[src/rtl/load_unit_mc_if.sv]
// load_unit_mc_if: request/grant/rvalid read channel between the load unit
// and a word-organised data memory.
//   mem_req    : read request, held with mem_addr until granted
//   mem_addr   : word address (ADDR_W bits)
//   mem_gnt    : memory accepted the request
//   mem_rvalid : read data valid (earliest the cycle after the grant)
//   mem_rdata  : 32-bit read word
// master = load unit side, slave = memory side.
interface load_unit_mc_if #(
  parameter int ADDR_W = 10
);
  logic              mem_req;
  logic [ADDR_W-1:0] mem_addr;
  logic              mem_gnt;
  logic              mem_rvalid;
  logic [31:0]       mem_rdata;

  modport master (output mem_req, mem_addr, input mem_gnt, mem_rvalid, mem_rdata);
  modport slave  (input mem_req, mem_addr, output mem_gnt, mem_rvalid, mem_rdata);
endinterface

[src/rtl/load_unit_mc.sv]
// load_unit_mc: multi-cycle RV32 load unit (LB/LH/LW/LBU/LHU).
// Accepts one load from the execute stage, issues a word read on the memory
// channel, extracts and extends the addressed lane and writes it back for one
// cycle. Faults pulse for one cycle with a cause code.
//
// Ports:
//   i_clk, i_rst            : clock, synchronous active-high reset
//   ld_valid/ld_ready       : load request handshake (ld_ready = unit idle)
//   ld_funct3, rs1_val, imm : load type and address operands
//   rd_in                   : destination register
//   stall_pc, stall_other_exec : pipeline stalls while a load is in flight
//   mem                     : memory read channel (load_unit_mc_if.master)
//   rd_write_control, rd_out, rd_write_val : register-file write-back
//   ld_fault, ld_cause      : fault pulse, 01 misalign / 10 timeout / 11 illegal
//
// Optional build macro LOAD_MISALIGN_TRAP_EN: when defined, misaligned LH/LHU/LW
// fault with cause 01 instead of accessing memory.
module load_unit_mc #(
  parameter int ADDR_W      = 10,
  parameter int TIMEOUT_CYC = 64
) (
  input  logic                  i_clk,
  input  logic                  i_rst,
  input  logic                  ld_valid,
  input  logic [2:0]            ld_funct3,
  input  logic [31:0]           rs1_val,
  input  logic [31:0]           imm,
  input  logic [4:0]            rd_in,
  output logic                  ld_ready,
  output logic                  stall_pc,
  output logic                  stall_other_exec,
  load_unit_mc_if.master        mem,
  output logic                  rd_write_control,
  output logic [4:0]            rd_out,
  output logic [31:0]           rd_write_val,
  output logic                  ld_fault,
  output logic [1:0]            ld_cause
);
  localparam int CNT_W = (TIMEOUT_CYC > 1) ? $clog2(TIMEOUT_CYC) : 1;

  typedef enum logic [2:0] {IDLE, REQ, WAIT, WB, FAULT} state_e;

  // Only the address bits that reach the memory or pick the lane are kept.
  typedef struct packed {
    logic [ADDR_W+1:0] addr;
    logic [2:0]        funct3;
    logic [4:0]        rd;
  } ld_req_t;

  state_e            state_q, state_d;
  ld_req_t           req_q, req_d;
  logic [31:0]       data_q, data_d;
  logic [1:0]        cause_q, cause_d;
  logic [CNT_W-1:0]  cnt_q, cnt_d;

  logic [ADDR_W+1:0] eff_addr;
  logic              f3_legal, misalign, timeout_hit;
  logic [31:0]       shifted;
  logic [15:0]       half_v;
  logic [31:0]       ext_val;

  assign eff_addr = (ADDR_W+2)'(rs1_val + imm);
  assign f3_legal = (ld_funct3 == 3'b000) || (ld_funct3 == 3'b001) || (ld_funct3 == 3'b010) ||
                    (ld_funct3 == 3'b100) || (ld_funct3 == 3'b101);

`ifdef LOAD_MISALIGN_TRAP_EN
  assign misalign = ((ld_funct3[1:0] == 2'b01) && eff_addr[0]) ||
                    ((ld_funct3[1:0] == 2'b10) && (eff_addr[1:0] != 2'b00));
`else
  assign misalign = 1'b0;
`endif

  // Counter holds the number of WAIT cycles already spent without rvalid.
  assign timeout_hit = (TIMEOUT_CYC != 0) && (cnt_q == CNT_W'(TIMEOUT_CYC - 1));

  // Lane extraction from the returned word using the latched byte offset.
  assign shifted = mem.mem_rdata >> {req_q.addr[1:0], 3'b000};
  assign half_v  = req_q.addr[1] ? mem.mem_rdata[31:16] : mem.mem_rdata[15:0];

  always_comb begin
    ext_val = mem.mem_rdata;
    unique case (req_q.funct3)
      3'b000:  ext_val = {{24{shifted[7]}}, shifted[7:0]};
      3'b100:  ext_val = {24'b0, shifted[7:0]};
      3'b001:  ext_val = {{16{half_v[15]}}, half_v};
      3'b101:  ext_val = {16'b0, half_v};
      default: ext_val = mem.mem_rdata;
    endcase
  end

  always_comb begin
    state_d = state_q;
    req_d   = req_q;
    data_d  = data_q;
    cause_d = cause_q;
    cnt_d   = cnt_q;
    unique case (state_q)
      IDLE: if (ld_valid) begin
        req_d = '{addr: eff_addr, funct3: ld_funct3, rd: rd_in};
        if (!f3_legal) begin
          state_d = FAULT;
          cause_d = 2'b11;
        end else if (misalign) begin
          state_d = FAULT;
          cause_d = 2'b01;
        end else begin
          state_d = REQ;
        end
      end
      REQ: if (mem.mem_gnt) begin
        state_d = WAIT;
        cnt_d   = '0;
      end
      WAIT: begin
        if (mem.mem_rvalid) begin
          data_d  = ext_val;
          state_d = WB;
        end else if (timeout_hit) begin
          state_d = FAULT;
          cause_d = 2'b10;
        end else begin
          cnt_d = cnt_q + CNT_W'(1);
        end
      end
      WB, FAULT: state_d = IDLE;
      default:   state_d = IDLE;
    endcase
  end

  always_ff @(posedge i_clk) begin
    if (i_rst) begin
      state_q <= IDLE;
      req_q   <= '0;
      data_q  <= '0;
      cause_q <= '0;
      cnt_q   <= '0;
    end else begin
      state_q <= state_d;
      req_q   <= req_d;
      data_q  <= data_d;
      cause_q <= cause_d;
      cnt_q   <= cnt_d;
    end
  end

  assign ld_ready         = (state_q == IDLE);
  assign stall_other_exec = (state_q != IDLE);
  assign stall_pc         = (state_q != IDLE) || (ld_valid && (state_q == IDLE));
  assign mem.mem_req      = (state_q == REQ);
  assign mem.mem_addr     = (state_q == REQ) ? req_q.addr[ADDR_W+1:2] : '0;
  assign rd_write_control = (state_q == WB) && (req_q.rd != 5'd0);
  assign rd_out           = (state_q == WB) ? req_q.rd : 5'd0;
  assign rd_write_val     = (state_q == WB) ? data_q : 32'd0;
  assign ld_fault         = (state_q == FAULT);
  assign ld_cause         = (state_q == FAULT) ? cause_q : 2'b00;
endmodule

[src/flat_wrapper.sv]
// flat-port wrapper written by rule: the top's interface ports become plain ports
module load_unit_mc_flat 
#(
  parameter int ADDR_W      = 10,
  parameter int TIMEOUT_CYC = 64
)
  (i_clk, i_rst, ld_valid, ld_funct3, rs1_val, imm, rd_in, ld_ready, stall_pc, stall_other_exec, rd_write_control, rd_out, rd_write_val, ld_fault, ld_cause, mem_mem_req, mem_mem_addr, mem_mem_gnt, mem_mem_rvalid, mem_mem_rdata);
  load_unit_mc_if #(.ADDR_W(ADDR_W)) mem_i ();
  input  logic i_clk;
  input  logic i_rst;
  input  logic ld_valid;
  input  logic [2:0] ld_funct3;
  input  logic [31:0] rs1_val;
  input  logic [31:0] imm;
  input  logic [4:0] rd_in;
  output logic ld_ready;
  output logic stall_pc;
  output logic stall_other_exec;
  output logic rd_write_control;
  output logic [4:0] rd_out;
  output logic [31:0] rd_write_val;
  output logic ld_fault;
  output logic [1:0] ld_cause;
  output wire logic [$bits(mem_i.mem_req)-1:0] mem_mem_req;
  output wire logic [$bits(mem_i.mem_addr)-1:0] mem_mem_addr;
  input wire logic [$bits(mem_i.mem_gnt)-1:0] mem_mem_gnt;
  input wire logic [$bits(mem_i.mem_rvalid)-1:0] mem_mem_rvalid;
  input wire logic [$bits(mem_i.mem_rdata)-1:0] mem_mem_rdata;
  assign mem_mem_req = mem_i.mem_req;
  assign mem_mem_addr = mem_i.mem_addr;
  assign mem_i.mem_gnt = mem_mem_gnt;
  assign mem_i.mem_rvalid = mem_mem_rvalid;
  assign mem_i.mem_rdata = mem_mem_rdata;
  load_unit_mc #(.ADDR_W(ADDR_W), .TIMEOUT_CYC(TIMEOUT_CYC)) u_core (.i_clk(i_clk), .i_rst(i_rst), .ld_valid(ld_valid), .ld_funct3(ld_funct3), .rs1_val(rs1_val), .imm(imm), .rd_in(rd_in), .ld_ready(ld_ready), .stall_pc(stall_pc), .stall_other_exec(stall_other_exec), .mem(mem_i), .rd_write_control(rd_write_control), .rd_out(rd_out), .rd_write_val(rd_write_val), .ld_fault(ld_fault), .ld_cause(ld_cause));
endmodule
[config.mk]
export PLATFORM = sky130hd
export DESIGN_NAME = load_unit_mc_flat
export DESIGN_NICKNAME = d
export VERILOG_FILES = /design/src/rtl/load_unit_mc_if.sv /design/src/rtl/load_unit_mc.sv /design/src/flat_wrapper.sv
export SDC_FILE = /design/constraint.sdc
export NUM_CORES = 1
export LEC_CHECK = 0
export ABC_AREA = 0
export BUFFER_PORTS_ARGS = -buffer_cell sky130_fd_sc_hd__clkbuf_2
export CAP_MARGIN = 20
export CORE_MARGIN = 2
export CORE_UTILIZATION = 47
export DETAILED_ROUTE_END_ITERATION = 16
export GPL_ROUTABILITY_DRIVEN = 1
export PLACE_DENSITY_LB_ADDON = 0.05
export SLEW_MARGIN = 20
export SYNTH_ARGS = -nofsm -noshare
export SYNTH_HDL_FRONTEND = slang
export SYNTH_SLANG_ARGS = --single-unit
export TNS_END_PERCENT = 100
[constraint.sdc]
create_clock -name i_clk -period 2.1 [get_ports i_clk]
set_input_delay 0.21 -clock i_clk [delete_from_list [all_inputs] [get_ports i_clk]]
set_output_delay 0.21 -clock i_clk [all_outputs]
set_load 0.05 [all_outputs]
==> reports/metrics.csv <==
stage,metric,value,unit
critical_path,max_stage_delay,0.55,ns
grt,grt_pass1_vias,3526,
logic_synthesis,synthesis.area,0.00373,mm2
critical_path,cp.required,1.89,ns
detailed_routing,drc,0,
detailed_routing,routedWlPerCell,14.5,um
sta,whs,0.0894,ns
critical_path,startpoint_type,flip-flop,
clock_tree,cts_buffers,9,
floorplan,fp.dieW,93.1,um
flow_run,cap_violations,0,
clock_tree,root_buffer,clkbuf_8,
clock_tree,hold_buffers,0,
power_and_ir_drop,p_total,0.00314,W
logic_synthesis,ys_seq_elements,63,
final_layout,layoutNonFillerInstCount,703,
logic_synthesis,synthFlopType,dfxtp_1,
final_layout,nNetsFinal,718,
critical_path,worst_path_max_delay_cell,dfxtp_1,
sta,fin_crit_sh,93.3,%
hold_path,holdCritPathClass,primary input to flip-flop,
place,gp_congestion,0.872,
clock_tree,clk_latency,0.34,ns
critical_path,path_cells,and3b_1 -> buf_6 -> and2_1 -> clkbuf_2,
logic_synthesis,synth_top_area_share,33.8,%
logic_synthesis,async_reset_ff_share,0,%
sta,finalHoldViolations,0,
detailed_routing,ant_nets,0,
sta,skew,0.00619,ns
floorplan,initial_core_util,48.3,%
place,hpwlAfterDp,7560,um
clock_tree,cts_num_sinks,63,
final_layout,drive_gt1_share,29.5,%
logic_synthesis,avgSynthCellArea,7.81,um2
grt,grt_pass1_wl,16600,um
critical_path,path_delay_family,flip-flops,
clock_tree,cts-resized-gates,1,
critical_path,critPathBufInv,2,
floorplan,pin_count,164,
grt,grt_max_degree,32,
grt,grt-ovfl-total,0,
run_status,status,"finished, final reports clean",
final_layout,syn_to_final_growth,28.3,%
sta,rsz0062_at_grt,false,
grt,grt_usage,23.9,%
clock_tree,htreeDepth,3,
power_and_ir_drop,leakagePower,2.10,nW
clock_tree,post_cts_buffers,0,
logic_synthesis,syn_nets,600,
grt,antenna_found_initial,0,
floorplan,die_area,0.00867,mm2
sta,layout_min_cycle_time,1.96,ns
sta,max_slew.worst_pin.slew,0.504,ns
logic_synthesis,yosysTopAreaCell,dfxtp_1,
sta,finalSetupViolCount,0,
floorplan,fp.dieH,93.1,um
critical_path,cp-end-kind,output port,
final_layout,nFillCells,747,
sta,slew_headroom,66.4,%
place,port_buffers,123,
critical_path,worstPathArrival,1.75,ns
final_layout,n_antenna_cell,0,
logic_synthesis,ys_top_cells_by_area,"dfxtp_1 34%, and2_1 8.6%, nand2_1 7.7%",
logic_synthesis,yosysWarnings,0,
logic_synthesis,seq_area_frac_synth,33.8,%
detailed_routing,drt_iter0_drc,122,
detailed_routing,drt-total-wl,10200,um
logic_synthesis,synth_edf_count,0,
clock_tree,clk_pin_slew,0.07,ns
power_and_ir_drop,power.density,655,mW/mm2
floorplan,coreArea,0.00773,mm2
clock_tree,cts_buffer_depth,2,
sta,slew_viol_final,0,
sta,max_freq,511,MHz
clock_tree,cts_tree,built,
place,dp.cells,687,
logic_synthesis,synth.distinct_cells,57,
detailed_routing,vias,3787,
power_and_ir_drop,vdd.ir_drop.worst,0.000324,V
logic_synthesis,netlist_instances,478,
detailed_routing,vias_per_cell,5.39,
critical_path,cp_max_fo,26,
detailed_routing,drt-pass1-iter-count,4,
floorplan,rows,32,
critical_path,path_class,flip-flop to output port,
[synth_stat cells, drive strengths merged, types with 4 or more instances]
library cell / instances
buf: 16
nor3: 7
nand3: 16
inv: 7
ha: 12
and2: 51
mux2: 8
xnor2: 7
nand2b: 4
a211oi: 13
o21ai: 34
clkbuf: 18
dfxtp: 63
nand3b: 9
nand2: 77
o221ai: 8
a21oi: 48
and3: 5
o21a: 4
o31ai: 8
nor2b: 4
nor2: 20
[registers in the layout (all words and copies together), names as in the netlist]
name / count
u_core.data_q: 32
u_core.req_q: 20
u_core.cause_q: 2
u_core.cnt_q: 6
u_core.state_q: 3
[placed cells by master (no fill, tap or decap), types with 3 or more instances in the layout]
cell,count
nor2_1,17
clkbuf_8,9
nor2b_1,4
nand2_1,77
and3_1,5
ha_1,12
buf_12,7
mux2_2,8
clkbuf_2,116
inv_1,7
o21a_1,4
and2_1,51
a21o_1,3
o21ai_0,32
dfxtp_1,61
xor2_1,3
xnor2_1,7
o221ai_1,8
buf_4,17
a21oi_1,48
nand3b_1,9
o31ai_1,8
a211oi_1,12
nand2b_1,3
nand3_1,16
nor3_1,7
[routing by layer]
metal  wire length (um)  track usage (%)
met1               4540             30.6
met2               4740             39.4
met3                605             4.27
met4                275             10.7
met5                  0                0
[cell families (layout without fill, tap and decap cells)]
family	count (synthesis)	after routing	share of synthesized area, %
flops	63	63	33.8
compound gates	135	135	22.5
buf+inv	41	164	4.96
fa+ha+maj	13	13	4.56
mux	11	11	3.55
xor+xnor	10	10	2.35
simple gates	205	205	28.3
[cell type report]
type / count / area, um2 / area share (%)
inverters: 7 / 26.3 / 0.549
clock buffers: 9 / 124 / 2.59
repair buffers: 141 / 860 / 18.0
clock inverters: 7 / 97.6 / 2.04
well taps: 102 / 128 / 2.67
flip-flops and latches: 63 / 1260 / 26.4
multi-input cells: 374 / 2290 / 47.8
[per-stage QoR]
stage | setup slack (ns) | area, um2 | utilization, % | TNS, ns
6_report | 0.142 | 4790 | 62.0 | 0
5_1_grt | 0.0137 | 4790 | 62.0 | 0
4_1_cts | 0.0474 | 4780 | 61.9 | 0
3_5_place_dp | 0.181 | 4560 | 59.0 | 0
3_3_place_gp | 0.210 | 4560 | 59.0 | 0
2_1_floorplan | -0.00223 | 3740 | - | -0.00223
[worst register-to-register path, stage by stage (launching register included)]
cell and delay [ns]:
dfxtp_1 0.58, nand2b_1 0.48, nand2_1 0.13, a31oi_1 0.19, o221ai_1 0.15, a21oi_1 0.15
[path summary, 6_finish.rpt]
path | slack (ns) | depth (start not counted) | endpoint | start
max | 0.14 | 4 | rd_out[3] | u_core.state_q[2]
min | 0.09 | 3 | u_core.req_q[3] | rd_in[3]
max reg2reg | 0.38 | 5 | u_core.data_q[6] | u_core.req_q[5]
min reg2reg | 0.45 | 2 | u_core.req_q[17] | u_core.req_q[17]
[power breakdown]
part / leakage (nW) / internal (W) / switching (W)
clock: 0.105 / 0.000669 / 0.000498
sequential: 0.513 / 0.00126 / 0.0000474
combinational: 1.49 / 0.000273 / 0.000391
Note: power is estimated with default switching activity, not from simulation.
